==> config.mk <==
export PLATFORM = sky130hd
export DESIGN_NAME = spike_readout
export DESIGN_NICKNAME = d
export VERILOG_FILES = /design/src/rtl/snn_pkg.sv /design/src/rtl/spike_counter.sv /design/src/rtl/spike_readout.sv
export SDC_FILE = /design/constraint.sdc
export NUM_CORES = 1
export LEC_CHECK = 0
export BUFFER_PORTS_ARGS = -buffer_cell sky130_fd_sc_hd__buf_2
export CAP_MARGIN = 20
export CORE_UTILIZATION = 53
export DETAILED_ROUTE_END_ITERATION = 6
export HOLD_SLACK_MARGIN = 0.02
export MAX_ROUTING_LAYER = met4
export PLACE_DENSITY = 0.74
export SLEW_MARGIN = 10
export SYNTH_ARGS = -nofsm -noshare
export SYNTH_HDL_FRONTEND = slang
export SYNTH_SLANG_ARGS = --single-unit
==> constraint.sdc <==
create_clock -name clk -period 2.65 [get_ports clk]
set_clock_uncertainty 0.1 [all_clocks]
set_input_delay 0.53 -clock clk [delete_from_list [all_inputs] [get_ports clk]]
set_output_delay 0.53 -clock clk [all_outputs]
set_load 0.005 [all_outputs]
==> src/rtl/snn_pkg.sv <==
// Shared definitions for the spiking classifier.
//   - state_e : readout FSM states
//   - clog2   : ceiling log2 helper for parameter-derived widths
//   - SNN_TSTEPS / SNN_OUTPUTS : default window length and class count,
//     kept in one place so the network top and readout agree.
package snn_pkg;

    typedef enum logic [2:0] {
        ST_IDLE   = 3'd0,
        ST_CLEAR  = 3'd1,
        ST_COUNT  = 3'd2,
        ST_DECIDE = 3'd3,
        ST_HOLD   = 3'd4
    } state_e;

    localparam int SNN_TSTEPS  = 20;
    localparam int SNN_OUTPUTS = 2;

    // Smallest r with 2**r >= value (0 for value <= 1).
    function automatic int clog2(input int value);
        int res;
        res = 0;
        for (int i = 0; i < 30; i++) begin
            if ((32'sd1 <<< i) < value) begin
                res = i + 1;
            end else begin
                res = res;
            end
        end
        return res;
    endfunction

endpackage

==> src/rtl/spike_counter.sv <==
// Single saturating spike counter.
// Ports:
//   clk, rstb : clock, asynchronous active-low reset
//   clr_i     : synchronous clear (wins over inc_i)
//   inc_i     : count one spike this edge
//   cnt_o     : current count, sticks at 2**CNT_W-1
module spike_counter #(
    parameter int CNT_W = 5
) (
    input  logic             clk,
    input  logic             rstb,
    input  logic             clr_i,
    input  logic             inc_i,
    output logic [CNT_W-1:0] cnt_o
);

    logic [CNT_W-1:0] cnt_d;
    logic [CNT_W-1:0] cnt_q;

    // Next count: clear, saturating increment, or hold.
    always_comb begin
        cnt_d = cnt_q;
        if (clr_i) begin
            cnt_d = '0;
        end else if (inc_i && (cnt_q != {CNT_W{1'b1}})) begin
            cnt_d = cnt_q + CNT_W'(1);
        end else begin
            cnt_d = cnt_q;
        end
    end

    // Count register.
    always_ff @(posedge clk or negedge rstb) begin
        if (!rstb) begin
            cnt_q <= '0;
        end else begin
            cnt_q <= cnt_d;
        end
    end

    assign cnt_o = cnt_q;

endmodule

==> src/rtl/spike_readout.sv <==
// Output-layer readout: counts spikes per output neuron over a window of
// TSTEPS cycles, then picks the winner with a sequential argmax and holds
// the result behind a valid/ready handshake.
// Ports:
//   clk, rstb   : clock, asynchronous active-low reset
//   start_i     : start a window (only honoured in IDLE)
//   spikes_i    : one spike bit per output neuron
//   re_o        : inhibit/reset pulse to the neurons during CLEAR
//   busy_o      : not IDLE
//   valid_o     : result available (HOLD)
//   ready_i     : consumer accepts the result
//   class_o     : winning neuron index (lowest index on a tie)
//   tie_o       : another neuron matched the winning count
//   none_o      : no spikes at all in the window
//   counts_o    : raw final counts, only when SPIKE_READOUT_COUNTS_EN is defined
module spike_readout
    import snn_pkg::*;
#(
    parameter int OUTPUTS = SNN_OUTPUTS,
    parameter int TSTEPS  = SNN_TSTEPS,
    parameter int CNT_W   = 5,
    parameter int CLS_W   = 1
) (
    input  logic               clk,
    input  logic               rstb,
    input  logic               start_i,
    input  logic [OUTPUTS-1:0] spikes_i,
    output logic               re_o,
    output logic               busy_o,
    output logic               valid_o,
    input  logic               ready_i,
    output logic [CLS_W-1:0]   class_o,
    output logic               tie_o,
    output logic               none_o
`ifdef SPIKE_READOUT_COUNTS_EN
    ,
    output logic [OUTPUTS*CNT_W-1:0] counts_o
`endif
);

    localparam int TS_W = clog2(TSTEPS + 1);

    state_e             state_d, state_q;
    logic [TS_W-1:0]    tstep_d, tstep_q;
    logic [CLS_W-1:0]   idx_d, idx_q;
    logic [CNT_W-1:0]   best_d, best_q;
    logic [CLS_W-1:0]   best_idx_d, best_idx_q;
    logic               tie_run_d, tie_run_q;
    logic [CLS_W-1:0]   class_d, class_q;
    logic               tie_d, tie_q;
    logic               none_d, none_q;
    logic               re_d, re_q;
    logic               busy_d, busy_q;
    logic               valid_d, valid_q;

    logic               clr_s;
    logic [OUTPUTS-1:0] inc_s;
    logic [CNT_W-1:0]   cnt_s [OUTPUTS];
    logic [CNT_W-1:0]   cur_cnt_s;
    logic [CNT_W-1:0]   nb_s;
    logic [CLS_W-1:0]   nbi_s;
    logic               nt_s;

    for (genvar gi = 0; gi < OUTPUTS; gi++) begin : g_cnt
        spike_counter #(.CNT_W(CNT_W)) u_cnt (
            .clk   (clk),
            .rstb  (rstb),
            .clr_i (clr_s),
            .inc_i (inc_s[gi]),
            .cnt_o (cnt_s[gi])
        );
    end

    // Counters clear on the accepting start edge and only count in COUNT.
    always_comb begin
        clr_s = (state_q == ST_IDLE) && start_i;
        if (state_q == ST_COUNT) begin
            inc_s = spikes_i;
        end else begin
            inc_s = '0;
        end
    end

    // Next-state, argmax step and registered-output next values.
    always_comb begin
        state_d    = state_q;
        tstep_d    = tstep_q;
        idx_d      = idx_q;
        best_d     = best_q;
        best_idx_d = best_idx_q;
        tie_run_d  = tie_run_q;
        class_d    = class_q;
        tie_d      = tie_q;
        none_d     = none_q;
        cur_cnt_s  = cnt_s[idx_q];
        nb_s       = best_q;
        nbi_s      = best_idx_q;
        nt_s       = tie_run_q;

        // Argmax candidate for the neuron at idx_q; the first neuron seeds it.
        if (idx_q == '0) begin
            nb_s  = cur_cnt_s;
            nbi_s = '0;
            nt_s  = 1'b0;
        end else if (cur_cnt_s > best_q) begin
            nb_s  = cur_cnt_s;
            nbi_s = idx_q;
            nt_s  = 1'b0;
        end else if (cur_cnt_s == best_q) begin
            nt_s  = 1'b1;
        end else begin
            nt_s  = tie_run_q;
        end

        case (state_q)
            ST_IDLE: begin
                if (start_i) begin
                    state_d = ST_CLEAR;
                end else begin
                    state_d = ST_IDLE;
                end
            end
            ST_CLEAR: begin
                state_d = ST_COUNT;
                tstep_d = '0;
            end
            ST_COUNT: begin
                if (tstep_q == TS_W'(TSTEPS - 1)) begin
                    state_d = ST_DECIDE;
                    idx_d   = '0;
                end else begin
                    tstep_d = tstep_q + TS_W'(1);
                end
            end
            ST_DECIDE: begin
                best_d     = nb_s;
                best_idx_d = nbi_s;
                tie_run_d  = nt_s;
                if (idx_q == CLS_W'(OUTPUTS - 1)) begin
                    state_d = ST_HOLD;
                    none_d  = (nb_s == '0);
                    if (nb_s == '0) begin
                        class_d = '0;
                        tie_d   = 1'b0;
                    end else begin
                        class_d = nbi_s;
                        tie_d   = nt_s;
                    end
                end else begin
                    idx_d = idx_q + CLS_W'(1);
                end
            end
            ST_HOLD: begin
                // start_i is deliberately not looked at here.
                if (ready_i) begin
                    state_d = ST_IDLE;
                end else begin
                    state_d = ST_HOLD;
                end
            end
            default: begin
                state_d = ST_IDLE;
            end
        endcase

        re_d    = (state_d == ST_CLEAR);
        busy_d  = (state_d != ST_IDLE);
        valid_d = (state_d == ST_HOLD);
    end

    // State, argmax scratch and output registers.
    always_ff @(posedge clk or negedge rstb) begin
        if (!rstb) begin
            state_q    <= ST_IDLE;
            tstep_q    <= '0;
            idx_q      <= '0;
            best_q     <= '0;
            best_idx_q <= '0;
            tie_run_q  <= 1'b0;
            class_q    <= '0;
            tie_q      <= 1'b0;
            none_q     <= 1'b0;
            re_q       <= 1'b0;
            busy_q     <= 1'b0;
            valid_q    <= 1'b0;
        end else begin
            state_q    <= state_d;
            tstep_q    <= tstep_d;
            idx_q      <= idx_d;
            best_q     <= best_d;
            best_idx_q <= best_idx_d;
            tie_run_q  <= tie_run_d;
            class_q    <= class_d;
            tie_q      <= tie_d;
            none_q     <= none_d;
            re_q       <= re_d;
            busy_q     <= busy_d;
            valid_q    <= valid_d;
        end
    end

    assign re_o    = re_q;
    assign busy_o  = busy_q;
    assign valid_o = valid_q;
    assign class_o = class_q;
    assign tie_o   = tie_q;
    assign none_o  = none_q;

`ifdef SPIKE_READOUT_COUNTS_EN
    logic [OUTPUTS*CNT_W-1:0] counts_s;

    // Pack the counter registers; they are frozen from DECIDE through HOLD.
    always_comb begin
        counts_s = '0;
        for (int i = 0; i < OUTPUTS; i++) begin
            counts_s[i*CNT_W +: CNT_W] = cnt_s[i];
        end
    end

    assign counts_o = counts_s;
`else
    // Best-index/tie scratch are fully consumed; nothing extra to expose.
`endif

endmodule

# Yosys cells after proc, flatten, opt, wreduce, memory -nomap -nowiden

Index checks and enable logic that the tools add are counted.

Bits of input ports: 6
Output and inout port bits: 6
Flip-flop bits (word level): 32
Logic and storage cells: 73

Bitwise gates (word level): 1
Mux-type cells: 27
$add $sub $neg: 4
$lt $le $gt $ge: 2
Reductions and logical operators: 13
Equality and inequality tests: 12

Operator list:

| operator              | count |
|---|---|
| $mux W5               | 10 |
| $add A5 B1 Y5 const B | 3 |
| $pmux W3 S5           | 1 |
| $mux W1               | 10 |
| $ne A5 B5 Y1 const B  | 2 |
| $pmux W5 S2           | 1 |
| $mux W3               | 3 |
| $reduce_bool A2 Y1    | 4 |
| $eq A3 B1 Y1 const B  | 2 |
| $eq A3 B2 Y1 const B  | 2 |
| $eq A3 B3 Y1 const B  | 2 |
| $reduce_and A2 Y1     | 3 |
| $eq A5 B5 Y1          | 1 |
| $eq A5 B5 Y1 const B  | 1 |
| $gt A5 B5 Y1          | 1 |
| $logic_not A5 Y1      | 1 |
| $logic_and A1 B1 Y1   | 3 |
| $logic_not A3 Y1      | 1 |
| $reduce_bool A3 Y1    | 1 |
| $ge A2 B2 Y1 const B  | 1 |
| $mux W2               | 1 |
| $ne A2 B1 Y1 const B  | 1 |
| $ne A2 B2 Y1 const B  | 1 |
| $not A1 Y2            | 1 |
| 2 further kinds       | 2 |

# Longest topological paths before layout

Gate-level depths: netlist of the first run.

Depth in word-level cells: 9
Depth in mapped cells: 10
Depth with buffers taken out: 8

# Hierarchy

From an unflattened synthesis of the first run, not the netlist that was laid out.

Cells, all modules: 166
Area total of the unflattened synthesis: 1696.6 sq um

Modules (own cells, without submodules):

| module        | area an instance (sq um) | cells each | times used | seq. area each (sq um) |
|---|---|---|---|---|
| spike_readout | 1198.6                   | 120        | 1          | 550.5 |
| spike_counter | 249.0                    | 23         | 2          | 125.1 |

# Least setup slack after synthesis of the first run

Ideal clock, no wire load.

Path kind: register to register
From: reg idx_q
To: reg tie_q (netlist: tie_o)
Clock period less this slack: 2.607 ns
Path buffers: 2
Setup time: 0.120 ns
Data arrival time: 2.387 ns
Path slack: 0.043 ns
Stages on the path, launching flop included: 11
Data required time: 2.430 ns
Cell sequence: dfrtp_1 > buf_2 > buf_6 > mux2_2 > ha_1 > nor2_1 > a211o_4 > a21oi_2 > or4_1 > a221o_1 > o211a_1

Cells in the longest elaborated chain, start to end: 9
Elaborated cells on any way between the ends: 14
Classes of those cells: order compare (1); eq/ne (1); mux (9); bitwise (1); reduce/logical (2)

Ends and longest elaborated chain:

| item                                                | RTL line                                   | text |
|---|---|---|
| start, declared                                     | spike_readout.sv:45                        | `logic [CLS_W-1:0] idx_d, idx_q;` |
| start signal, assigned                              | spike_readout.sv:189                       | `idx_q <= idx_d;` |
| $not A1 Y2 (implied by the code)                    | spike_readout.sv:95                        | `cur_cnt_s = cnt_s[idx_q];` |
| $mux W5 (implied by the code) (3 in a row)          | spike_readout.sv:95                        |  |
| $gt A5 B5 Y1 / $eq A5 B5 Y1 (equally long branches) | spike_readout.sv:105, spike_readout.sv:109 |  |
| $mux W5 / $mux W1 (equally long branches)           | spike_readout.sv:105, spike_readout.sv:109 |  |
| $mux W5 / $mux W1 (equally long branches)           | spike_readout.sv:101, spike_readout.sv:105 |  |
| $logic_not A5 Y1 / $mux W1 (equally long branches)  | spike_readout.sv:142, spike_readout.sv:101 |  |
| $mux W1                                             | spike_readout.sv:142                       | `if (nb_s == '0) begin` |
| end signal, assigned                                | spike_readout.sv:194                       | `tie_q <= tie_d;` |
| end, declared                                       | spike_readout.sv:50                        | `logic tie_d, tie_q;` |

Several ways; a longest one is shown, not always the timed one. The select of a mux whose other input is x is not followed.
A chain may end at the register's enable or synchronous reset.

# Worst setup path in the final report of the first run

Ends and elaborated chain as after synthesis.

==> flow_results.xml, run 1 <==
<?xml version="1.0" encoding="UTF-8"?>
<metrics>
  <group name="critical_path">
    <metric name="worstPathMaxFanout" unit="">5</metric>
    <metric name="critical_path.n_buffers_inverters" unit="">0</metric>
    <metric name="path_delay_family" unit="">compound AO/OA/AOI/OAI gates</metric>
    <metric name="worstReg2RegStart" unit="">idx_q</metric>
    <metric name="timing_worst_setup_path_type" unit="">flip-flop to flip-flop</metric>
    <metric name="cp.required" unit="ps">2770</metric>
    <metric name="timing.critical_path.from" unit="">idx_q</metric>
    <metric name="cp_slowest_stage_delay" unit="ps">420</metric>
    <metric name="endpoint_kind_of_the_worst_setup_timing_path" unit="">flip-flop</metric>
    <metric name="cp_data_arrival_time" unit="ps">2680</metric>
    <metric name="crit_slowest_cell" unit="">dfrtp_2</metric>
    <metric name="crit_chain" unit="">mux2_2 -&gt; ha_1 -&gt; nor2_1 -&gt; a211o_4 -&gt; a21oi_4 -&gt; or4_1 -&gt; a221o_1 -&gt; o211a_1</metric>
    <metric name="timing.critical_path.from_type" unit="">flip-flop</metric>
  </group>
  <group name="synthesis">
    <metric name="post_synth_mux_area_share" unit="">0.0383</metric>
    <metric name="synth_cell_type_count" unit="">41</metric>
    <metric name="synthCells" unit="">171</metric>
    <metric name="post-synth-top-area-fraction" unit="">0.471</metric>
    <metric name="ys_async_sr_fraction" unit="">1.00</metric>
    <metric name="synth_simple_gate_area_frac" unit="">0.224</metric>
    <metric name="synth_compound_gate_area_share" unit="">0.118</metric>
    <metric name="postSynthNetCount" unit="">187</metric>
    <metric name="yosysTopAreaCell" unit="">dfrtp_1</metric>
    <metric name="yosysMostFrequentCell" unit="">dfrtp_1</metric>
    <metric name="synth_ff_type" unit="">dfrtp_1</metric>
    <metric name="synthesis.area_per_instance" unit="um^2">9.94</metric>
    <metric name="synth_seq_cells" unit="">32</metric>
    <metric name="synth_top_family_by_area" unit="">simple AND/OR/NAND/NOR gates</metric>
    <metric name="synthXorXnorAreaFrac" unit="">0.0464</metric>
    <metric name="synth_edf_count" unit="">0</metric>
    <metric name="synth-adder-area-share" unit="">0.0736</metric>
    <metric name="synth.yosys.seq_area_share" unit="">0.471</metric>
    <metric name="syn-cell-area" unit="um^2">1700</metric>
    <metric name="top_cell_types_by_occurrence_after_synthesis" unit="">dfrtp_1 (32), nand2_1 (28), nor2_1 (16)</metric>
    <metric name="yosys_warnings" unit="">0</metric>
    <metric name="synth_area_leaders" unit="">dfrtp_1 (47%), ha_1 (7.4%), nand2_1 (6.2%)</metric>
  </group>
  <group name="clocking">
    <metric name="cts-hold-fix-buffers" unit="">0</metric>
    <metric name="ctsHtreeMaxLevel" unit="">2</metric>
    <metric name="cts_made_buffers" unit="">5</metric>
    <metric name="post_cts.resized_instances" unit="">0</metric>
    <metric name="post_cts_buffers" unit="">0</metric>
    <metric name="cts_max_path_buffers" unit="">2</metric>
    <metric name="clock_tree.root_cell" unit="">clkbuf_4</metric>
    <metric name="numClockSinks" unit="">32</metric>
    <metric name="tritoncts" unit="">built</metric>
    <metric name="worst_setup_hold_path_clk_slew" unit="ps">100</metric>
    <metric name="clkLatencyLatePin" unit="ps">330</metric>
  </group>
  <group name="timing">
    <metric name="share_of_the_clock_period_used_by_the_worst_path" unit="">0.962</metric>
    <metric name="final_worst_path_period_need" unit="ps">2550</metric>
    <metric name="rsz_0062_raised_after_global_routing" unit="">false</metric>
    <metric name="max_freq" unit="MHz">392</metric>
    <metric name="slew_viol_final" unit="">0</metric>
    <metric name="timing.final.setup_violations" unit="">0</metric>
    <metric name="timing_hold_violations_final" unit="">0</metric>
    <metric name="slew_headroom" unit="">0.532</metric>
    <metric name="final.setup.tns" unit="ps">0</metric>
    <metric name="timing_worst_slew_pin_value" unit="ps">702</metric>
  </group>
  <group name="global_routing">
    <metric name="grt_first_pass_wirelength" unit="um">5730</metric>
    <metric name="pin_count_of_the_biggest_net_entering_global_routing" unit="">33</metric>
    <metric name="vias_in_the_first_global_route" unit="">1275</metric>
    <metric name="grtUsageTotal" unit="">0.229</metric>
    <metric name="number_of_antenna_violations_at_the_first_check_in_global_routing" unit="">0</metric>
    <metric name="globalRouteOverflowTotal" unit="">0</metric>
  </group>
  <group name="placed_design">
    <metric name="numPortBuffers" unit="">11</metric>
    <metric name="detailed_place_hpwl" unit="um">2460</metric>
    <metric name="routabilityCongestion" unit="">0.868</metric>
  </group>
  <group name="detailed_routing">
    <metric name="wl_per_cell" unit="um">13.4</metric>
    <metric name="drt_first_iter_violations" unit="">77</metric>
    <metric name="remaining_drc_errors" unit="">0</metric>
    <metric name="post_drt_via_cell_ratio" unit="">5.33</metric>
    <metric name="drt_first_pass_iters" unit="">4</metric>
    <metric name="routed-via-count" unit="">1273</metric>
    <metric name="ant_nets" unit="">0</metric>
    <metric name="wirelength" unit="um">3200</metric>
  </group>
  <group name="cells_and_area">
    <metric name="nNetsFinal" unit="">210</metric>
    <metric name="inserted_diodes" unit="">0</metric>
    <metric name="area_used_by_multi_input_combinational_logic" unit="um^2">860</metric>
    <metric name="final_layout_size_suffix_gt1_frac" unit="">0.221</metric>
    <metric name="regArea" unit="um^2">802</metric>
    <metric name="filler_cell_count" unit="">260</metric>
    <metric name="synthToLayoutAreaGrowth" unit="%">12.9</metric>
  </group>
  <group name="status">
    <metric name="outcome" unit="">finished clean</metric>
  </group>
  <group name="floorplan">
    <metric name="dieWidth" unit="um">58.6</metric>
    <metric name="die_boundary_height" unit="um">58.6</metric>
    <metric name="num_io_pins" unit="">12</metric>
    <metric name="row_count" unit="">20</metric>
    <metric name="design.core.area" unit="um^2">3050</metric>
    <metric name="floorplan.initialDensity" unit="">0.557</metric>
    <metric name="floorplan.die_area" unit="um^2">3440</metric>
  </group>
  <group name="worst_hold_path">
    <metric name="holdCritPathClass" unit="">input pin to async pin</metric>
  </group>
  <group name="pwr">
    <metric name="power_density" unit="nW/um^2">1180</metric>
    <metric name="leak_pwr" unit="nW">0.952</metric>
    <metric name="maximum_ir_drop_on_the_vdd_rail" unit="mV">0.475</metric>
    <metric name="report.power.total" unit="mW">2.27</metric>
  </group>
  <group name="flow_run">
    <metric name="number_of_max_cap_violations" unit="">0</metric>
  </group>
</metrics>
==> cells by family after synthesis <==
kind of cell / Yosys count
simple gates: 76
flops: 32
compound gates: 28
buf+inv: 10
fa+ha+maj: 10
xor+xnor: 9
mux: 6
==> registers in the layout, summed over array words and instances (netlist names) <==
name,count
g_cnt.u_cnt.cnt_o,10
best_q,5
tstep_q,5
state_q,3
best_idx_q,1
busy_o,1
class_o,1
idx_q,1
none_o,1
re_o,1
tie_o,1
tie_run_q,1
valid_o,1
==> worst paths after layout <==
check                           to  slack (ps)  cells past startpoint
min in group clk           valid_o         370                      3
setup / recovery             tie_o         100                      8
setup reg to reg             tie_o         100                      8
hold / removal              busy_o         130                      1
max in group asynchronous    idx_q        1830                      1
hold reg to reg             none_o         380                      2
==> layout by cell type, fill, tap and decap left out, types with 5 or more instances in the layout <==
cell      instances
nand2_1          28
buf_4             8
buf_2            11
nor3_1            5
ha_1             10
dfrtp_1          31
nor2_1           16
o21ai_0           6
inv_1             6
clkbuf_4          5
xor2_1            7
a31oi_1           5
nand4_1           5
==> metrics by stage <==
step                      worst slack, ps  hold WS [ps]  instance area, um^2  cells  utilization
after floorplan                      43.0           134                 1700    171            -
after global placement                142           366                 1850    231        0.606
after detailed placement             80.1           361                 1850    231        0.606
after CTS                            50.8           151                 1910    239        0.626
after global routing                 16.4           176                 1920    239        0.629
final                                99.4           132                 1920    239        0.629
==> routing by layer <==
metal / GRT usage / wire (um)
met1: 0.288 / 1530
met3: 0.0615 / 89
met2: 0.365 / 1530
met5: - / 0
met4: 0.0680 / 38
==> area by class of cell <==
type / count / area share
multi-input combinational: 129 / 0.448
sequential: 32 / 0.418
timing repair buffer: 19 / 0.0600
tap: 44 / 0.0287
clock buffer: 6 / 0.0267
inverter: 7 / 0.0137
clock inverter: 2 / 0.00522
==> power by group <==
part | total (mW) | internal, mW | leakage [nW] | switching, mW
Clock | 0.288 | 0.126 | 0.0380 | 0.162
Combinational | 1.17 | 0.518 | 0.505 | 0.647
Sequential | 0.820 | 0.676 | 0.409 | 0.144
Total | 2.27 | 1.32 | 0.952 | 0.953
Power figures use the tool's default switching activity.
==> run 2, diff against run 1 <==
- CELL_PAD_IN_SITES_DETAIL_PLACEMENT: not set -> 2
- CELL_PAD_IN_SITES_GLOBAL_PLACEMENT: not set -> 2
- CORE_UTILIZATION: 53 -> 34
- PLACE_DENSITY: 0.74 -> 0.8
==> run 2 against run 1 <==
  * Clock power increased by 43%
  * Combinational power rose by 35%
  * Global-route usage fell by 2.0 points
  * Non-clock buffer count grew 6
  * Critical endpoint unchanged
==> flow_results.xml, run 2 (synthesis results as in run 1) <==
<?xml version="1.0" encoding="UTF-8"?>
<metrics>
  <group name="critical_path">
    <metric name="cp_slowest_stage_delay" unit="ps">490</metric>
    <metric name="path_delay_family" unit="">compound AO/OA/AOI/OAI gates</metric>
    <metric name="worstPathMaxFanout" unit="">6</metric>
    <metric name="timing.critical_path.from" unit="">idx_q</metric>
    <metric name="timing.critical_path.from_type" unit="">flip-flop</metric>
    <metric name="endpoint_kind_of_the_worst_setup_timing_path" unit="">flip-flop</metric>
    <metric name="ff2ff_setup_slack" unit="ps">10</metric>
    <metric name="crit_slowest_cell" unit="">dfrtp_2</metric>
    <metric name="critical_path.n_buffers_inverters" unit="">0</metric>
    <metric name="timing_worst_setup_path_type" unit="">flip-flop to flip-flop</metric>
    <metric name="cp_data_arrival_time" unit="ps">2710</metric>
    <metric name="cp.required" unit="ps">2730</metric>
    <metric name="crit_chain" unit="">mux2_4 -&gt; ha_4 -&gt; nand2_4 -&gt; a211o_4 -&gt; a21oi_4 -&gt; a31oi_1 -&gt; a221o_1 -&gt; o211a_1</metric>
    <metric name="reg2reg_to" unit="">tie_o</metric>
    <metric name="r2r_cells" unit="">8</metric>
    <metric name="worstReg2RegStart" unit="">idx_q</metric>
  </group>
  <group name="timing">
    <metric name="timing_worst_slew_pin_value" unit="ps">750</metric>
    <metric name="final.setup.tns" unit="ps">0</metric>
    <metric name="timing.final.setup_violations" unit="">0</metric>
    <metric name="final_worst_path_period_need" unit="ps">2640</metric>
    <metric name="share_of_the_clock_period_used_by_the_worst_path" unit="">0.994</metric>
    <metric name="slew_viol_final" unit="">0</metric>
    <metric name="slew_headroom" unit="">0.500</metric>
    <metric name="max_freq" unit="MHz">379</metric>
    <metric name="timing_hold_violations_final" unit="">0</metric>
  </group>
  <group name="detailed_routing">
    <metric name="remaining_drc_errors" unit="">0</metric>
    <metric name="ant_nets" unit="">0</metric>
    <metric name="wl_per_cell" unit="um">20.5</metric>
    <metric name="wirelength" unit="um">5480</metric>
    <metric name="post_drt_via_cell_ratio" unit="">5.31</metric>
    <metric name="drt_first_pass_iters" unit="">3</metric>
    <metric name="drt_first_iter_violations" unit="">42</metric>
    <metric name="routed-via-count" unit="">1418</metric>
  </group>
  <group name="clocking">
    <metric name="worst_setup_hold_path_clk_slew" unit="ps">70</metric>
    <metric name="numClockSinks" unit="">32</metric>
    <metric name="clkLatencyLatePin" unit="ps">290</metric>
    <metric name="cts_made_buffers" unit="">5</metric>
    <metric name="clock_tree.root_cell" unit="">clkbuf_8</metric>
    <metric name="tritoncts" unit="">built</metric>
    <metric name="cts_max_path_buffers" unit="">2</metric>
    <metric name="ctsHtreeMaxLevel" unit="">2</metric>
  </group>
  <group name="floorplan">
    <metric name="dieWidth" unit="um">72.7</metric>
    <metric name="die_boundary_height" unit="um">72.7</metric>
    <metric name="design.core.area" unit="um^2">4750</metric>
    <metric name="floorplan.initialDensity" unit="">0.358</metric>
    <metric name="num_io_pins" unit="">12</metric>
    <metric name="row_count" unit="">25</metric>
    <metric name="floorplan.die_area" unit="um^2">5290</metric>
  </group>
  <group name="status">
    <metric name="outcome" unit="">finished clean</metric>
  </group>
  <group name="cells_and_area">
    <metric name="post_layout_nonfiller_instances" unit="">267</metric>
    <metric name="stdcell_area" unit="um^2">2160</metric>
    <metric name="nNetsFinal" unit="">216</metric>
    <metric name="inserted_diodes" unit="">0</metric>
    <metric name="highest_count_cells_in_the_layout_ignoring_fill_and_taps" unit="">dfrtp_1 (31), nand2_1 (28), nor2_1 (15)</metric>
    <metric name="synthToLayoutAreaGrowth" unit="%">26.9</metric>
    <metric name="final_layout_size_suffix_gt1_frac" unit="">0.295</metric>
    <metric name="largest_register_ffs" unit="">10</metric>
    <metric name="mostFrequentLayoutCell" unit="">dfrtp_1</metric>
  </group>
  <group name="global_routing">
    <metric name="globalRouteOverflowTotal" unit="">0</metric>
    <metric name="vias_in_the_first_global_route" unit="">1525</metric>
    <metric name="grt_first_pass_wirelength" unit="um">7830</metric>
    <metric name="grtUsageTotal" unit="">0.210</metric>
    <metric name="number_of_antenna_violations_at_the_first_check_in_global_routing" unit="">0</metric>
    <metric name="pin_count_of_the_biggest_net_entering_global_routing" unit="">33</metric>
  </group>
  <group name="placed_design">
    <metric name="detailed_place.area" unit="um^2">1890</metric>
    <metric name="detailed_place_hpwl" unit="um">3600</metric>
    <metric name="routabilityCongestion" unit="">0.861</metric>
    <metric name="numPortBuffers" unit="">11</metric>
    <metric name="placed_cells" unit="">255</metric>
  </group>
  <group name="flow_run">
    <metric name="number_of_max_cap_violations" unit="">0</metric>
  </group>
  <group name="worst_hold_path">
    <metric name="holdCritPathClass" unit="">input pin to async pin</metric>
  </group>
  <group name="pwr">
    <metric name="leak_pwr" unit="nW">1.02</metric>
    <metric name="maximum_ir_drop_on_the_vdd_rail" unit="mV">0.397</metric>
    <metric name="power_density" unit="nW/um^2">1320</metric>
    <metric name="report.power.total" unit="mW">2.86</metric>
  </group>
</metrics>
-- run 2: timing repair --
action                     in CTS  in global routing
setup endpoints to repair       3                  2
gates resized for setup         4                 17
pin swaps                       2                  2
setup buffers                   1                  4
hold buffers                    0                  0
-- run 2: power breakdown --
group          internal (mW)  leakage [nW]  switching (mW)  total [mW]
logic                  0.710         0.558           0.867        1.58
clock network          0.231        0.0503           0.180       0.411
registers              0.678         0.409           0.190       0.868
-- run 2: cell type report --
cell class	count	area (um^2)
multi-input cells	129	985
fillers	516	2600
well taps	67	83.8
inverters	7	26.3
repair buffers	25	164
flip-flops and latches	32	802
clock buffers	7	96.3
-- run 2: routing by layer --
| layer | part of all wire | track usage | up-vias |
|---|---|---|---|
| li1 | - | - | 650 |
| met4 | 0.017 | 0.0806 | 0 |
| met5 | 0 | - | - |
| met2 | 0.53 | 0.366 | 20 |
| met1 | 0.43 | 0.234 | 738 |
| met3 | 0.022 | 0.0470 | 10 |
-- run 2: how the worst max path moves through the flow --
stage          endpoint  slack (ps)  cells after the start
2_1_floorplan     tie_o          40                     10
3_3_place_gp      tie_o          90                      8
3_5_place_dp      tie_o         -40                      8
4_1_cts           tie_o           2                      8
5_1_grt           tie_o         -50                      8
6_report          tie_o          10                      8
-- run 2: stage by stage --
| stage | util | hold WS [ps] | worst slack, ps |
|---|---|---|---|
| 2_1_floorplan | - | 134 | 43.0 |
| 3_3_place_gp | 0.397 | 363 | 89.7 |
| 3_5_place_dp | 0.397 | 397 | -36.8 |
| 5_1_grt | 0.454 | 248 | -52.7 |
| 4_1_cts | 0.422 | 227 | 1.74 |
| 6_report | 0.454 | 206 | 14.8 |
==> run 3, diff against run 2 <==
- CORE_UTILIZATION: 34 -> 38
- PLACE_DENSITY: 0.8 -> 0.85
- clock period: 2.65 -> 2.5 ns (I/O delays scaled with it)
==> run 3 against run 2 <==
  * The flow now finishes with violations (setup timing)
  * Setup slack got worse by 77 ps
  * Non-clock buffer count up 3
  * Critical path depth unchanged
  * Critical path type unchanged
  * Critical endpoint unchanged
  * Largest power group unchanged
==> flow_results.xml, run 3 (synthesis results as in run 1) <==
<?xml version="1.0" encoding="UTF-8"?>
<metrics>
  <group name="status">
    <metric name="outcome" unit="">finished with violations</metric>
    <metric name="failed_checks" unit="">setup timing</metric>
  </group>
  <group name="pwr">
    <metric name="maximum_ir_drop_on_the_vdd_rail" unit="mV">0.397</metric>
    <metric name="power_density" unit="nW/um^2">1400</metric>
    <metric name="leak_pwr" unit="nW">1.03</metric>
  </group>
  <group name="critical_path">
    <metric name="timing_worst_setup_path_type" unit="">flip-flop to flip-flop</metric>
    <metric name="cp.required" unit="ps">2580</metric>
    <metric name="worstPathMaxFanout" unit="">7</metric>
    <metric name="setup.worst_path.end" unit="">tie_o</metric>
    <metric name="reg2reg_to" unit="">tie_o</metric>
    <metric name="endpoint_kind_of_the_worst_setup_timing_path" unit="">flip-flop</metric>
    <metric name="timing.critical_path.from_type" unit="">flip-flop</metric>
    <metric name="r2r_cells" unit="">8</metric>
    <metric name="cp_data_arrival_time" unit="ps">2640</metric>
    <metric name="worstReg2RegStart" unit="">idx_q</metric>
    <metric name="timing.critical_path.from" unit="">idx_q</metric>
    <metric name="ff2ff_setup_slack" unit="ps">-60</metric>
  </group>
  <group name="placed_design">
    <metric name="numPortBuffers" unit="">11</metric>
    <metric name="place_worst_setup_slack" unit="ps">-136</metric>
    <metric name="detailed_place.area" unit="um^2">1950</metric>
    <metric name="detailed_place_hpwl" unit="um">3860</metric>
    <metric name="routabilityCongestion" unit="">0.815</metric>
  </group>
  <group name="cells_and_area">
    <metric name="area_used_by_multi_input_combinational_logic" unit="um^2">942</metric>
    <metric name="inserted_diodes" unit="">0</metric>
    <metric name="nNetsFinal" unit="">219</metric>
    <metric name="regArea" unit="um^2">802</metric>
    <metric name="mostFrequentLayoutCell" unit="">dfrtp_1</metric>
    <metric name="final_layout_size_suffix_gt1_frac" unit="">0.279</metric>
    <metric name="largest_register_ffs" unit="">10</metric>
    <metric name="synthToLayoutAreaGrowth" unit="%">23.8</metric>
    <metric name="finish.utilization" unit="">0.508</metric>
    <metric name="filler_cell_count" unit="">435</metric>
    <metric name="highest_count_cells_in_the_layout_ignoring_fill_and_taps" unit="">dfrtp_1 (31), nand2_1 (28), buf_4 (17)</metric>
    <metric name="stdcell_area" unit="um^2">2110</metric>
  </group>
  <group name="floorplan">
    <metric name="dieWidth" unit="um">68.9</metric>
    <metric name="num_io_pins" unit="">12</metric>
    <metric name="die_boundary_height" unit="um">68.9</metric>
    <metric name="row_count" unit="">23</metric>
    <metric name="floorplan.initialDensity" unit="">0.410</metric>
    <metric name="floorplan.die_area" unit="um^2">4750</metric>
    <metric name="design.core.area" unit="um^2">4140</metric>
  </group>
  <group name="clocking">
    <metric name="clkLatencyLatePin" unit="ps">290</metric>
    <metric name="ctsHtreeMaxLevel" unit="">2</metric>
    <metric name="cts_max_path_buffers" unit="">2</metric>
    <metric name="cts-hold-fix-buffers" unit="">0</metric>
    <metric name="clock_tree.root_cell" unit="">clkbuf_8</metric>
    <metric name="tritoncts" unit="">built</metric>
    <metric name="worst_setup_hold_path_clk_slew" unit="ps">70</metric>
    <metric name="cts_made_buffers" unit="">5</metric>
    <metric name="numClockSinks" unit="">32</metric>
  </group>
  <group name="timing">
    <metric name="timing.hold.ws" unit="ps">178</metric>
    <metric name="timing_hold_violations_final" unit="">0</metric>
    <metric name="slew_viol_final" unit="">0</metric>
    <metric name="slew_headroom" unit="">0.501</metric>
    <metric name="share_of_the_clock_period_used_by_the_worst_path" unit="">1.03</metric>
    <metric name="max_freq" unit="MHz">390</metric>
    <metric name="timing_worst_slew_pin_value" unit="ps">749</metric>
    <metric name="final.setup.tns" unit="ps">-107</metric>
    <metric name="rsz_0062_raised_after_global_routing" unit="">true</metric>
    <metric name="setup_ws" unit="ps">-62.6</metric>
    <metric name="timing.final.setup_violations" unit="">2</metric>
    <metric name="final_worst_path_period_need" unit="ps">2560</metric>
  </group>
  <group name="global_routing">
    <metric name="grtUsageTotal" unit="">0.248</metric>
    <metric name="number_of_antenna_violations_at_the_first_check_in_global_routing" unit="">0</metric>
    <metric name="grt_first_pass_wirelength" unit="um">7910</metric>
    <metric name="globalRouteOverflowTotal" unit="">0</metric>
    <metric name="vias_in_the_first_global_route" unit="">1585</metric>
    <metric name="pin_count_of_the_biggest_net_entering_global_routing" unit="">33</metric>
  </group>
  <group name="detailed_routing">
    <metric name="drt_first_iter_violations" unit="">39</metric>
    <metric name="ant_nets" unit="">0</metric>
    <metric name="wirelength" unit="um">5070</metric>
    <metric name="routed-via-count" unit="">1395</metric>
    <metric name="remaining_drc_errors" unit="">0</metric>
    <metric name="wl_per_cell" unit="um">20.0</metric>
    <metric name="post_drt_via_cell_ratio" unit="">5.49</metric>
    <metric name="drt_first_pass_iters" unit="">4</metric>
  </group>
  <group name="flow_run">
    <metric name="number_of_max_cap_violations" unit="">0</metric>
  </group>
  <group name="worst_hold_path">
    <metric name="holdCritPathClass" unit="">input pin to async pin</metric>
  </group>
</metrics>
## run 3: cell count changes in the layout (fill, tap and decap cells not counted), sizes merged
cell and delta:
buf +3, clkbuf +1
## run 3: worst min-delay path by stage
stage,to,slack [ps],from
final,tstep_q[3],180,rstb
after CTS,tstep_q[3],200,rstb
after global routing,tstep_q[4],230,rstb
after floorplan,best_idx_q,100,rstb
after global placement,none_o,360,none_o
after detailed placement,none_o,370,none_o
## run 3: per-layer routing
| layer | vias up | routed length (um) | global-route usage |
|---|---|---|---|
| met5 | - | 0 | - |
| met4 | 0 | 143 | 0.115 |
| met3 | 15 | 155 | 0.0658 |
| met2 | 26 | 2590 | 0.417 |
| met1 | 699 | 2190 | 0.272 |
| li1 | 655 | - | - |
## run 3: metrics by stage
stage               total power [mW]  std cells
floorplan                       1.86        171
detailed placement              2.39        244
finish                          2.94        254
CTS                             2.92        253
global placement                2.23        244
global route                    3.14        254
## run 3: worst max-delay path, cell delays in order, from the launching register on
cell	delay (ps)
dfrtp_2	480
mux2_4	360
ha_4	290
nand2b_4	50
a211o_4	350
a21oi_4	180
o22ai_2	110
a221o_1	380
o211a_1	150
## run 3: cell type report
| cell class | count | area share |
|---|---|---|
| Tap cell | 50 | 0.0297 |
| Sequential cell | 32 | 0.381 |
| Multi-Input combinational cell | 129 | 0.447 |
| Inverter | 7 | 0.0125 |
| Timing Repair Buffer | 28 | 0.0867 |
| Clock buffer | 8 | 0.0428 |
## run 3: timing repair
action,in CTS,in global routing
buffers inserted,1,1
pin swaps,3,4
endpoints found under the setup margin,7,5
gates resized for setup,5,4
## run 3: power breakdown
group / internal [mW] / total, mW / switching [mW]
logic: 0.735 / 1.62 / 0.887
clock network: 0.225 / 0.420 / 0.196
registers: 0.719 / 0.897 / 0.178
total: 1.68 / 2.94 / 1.26
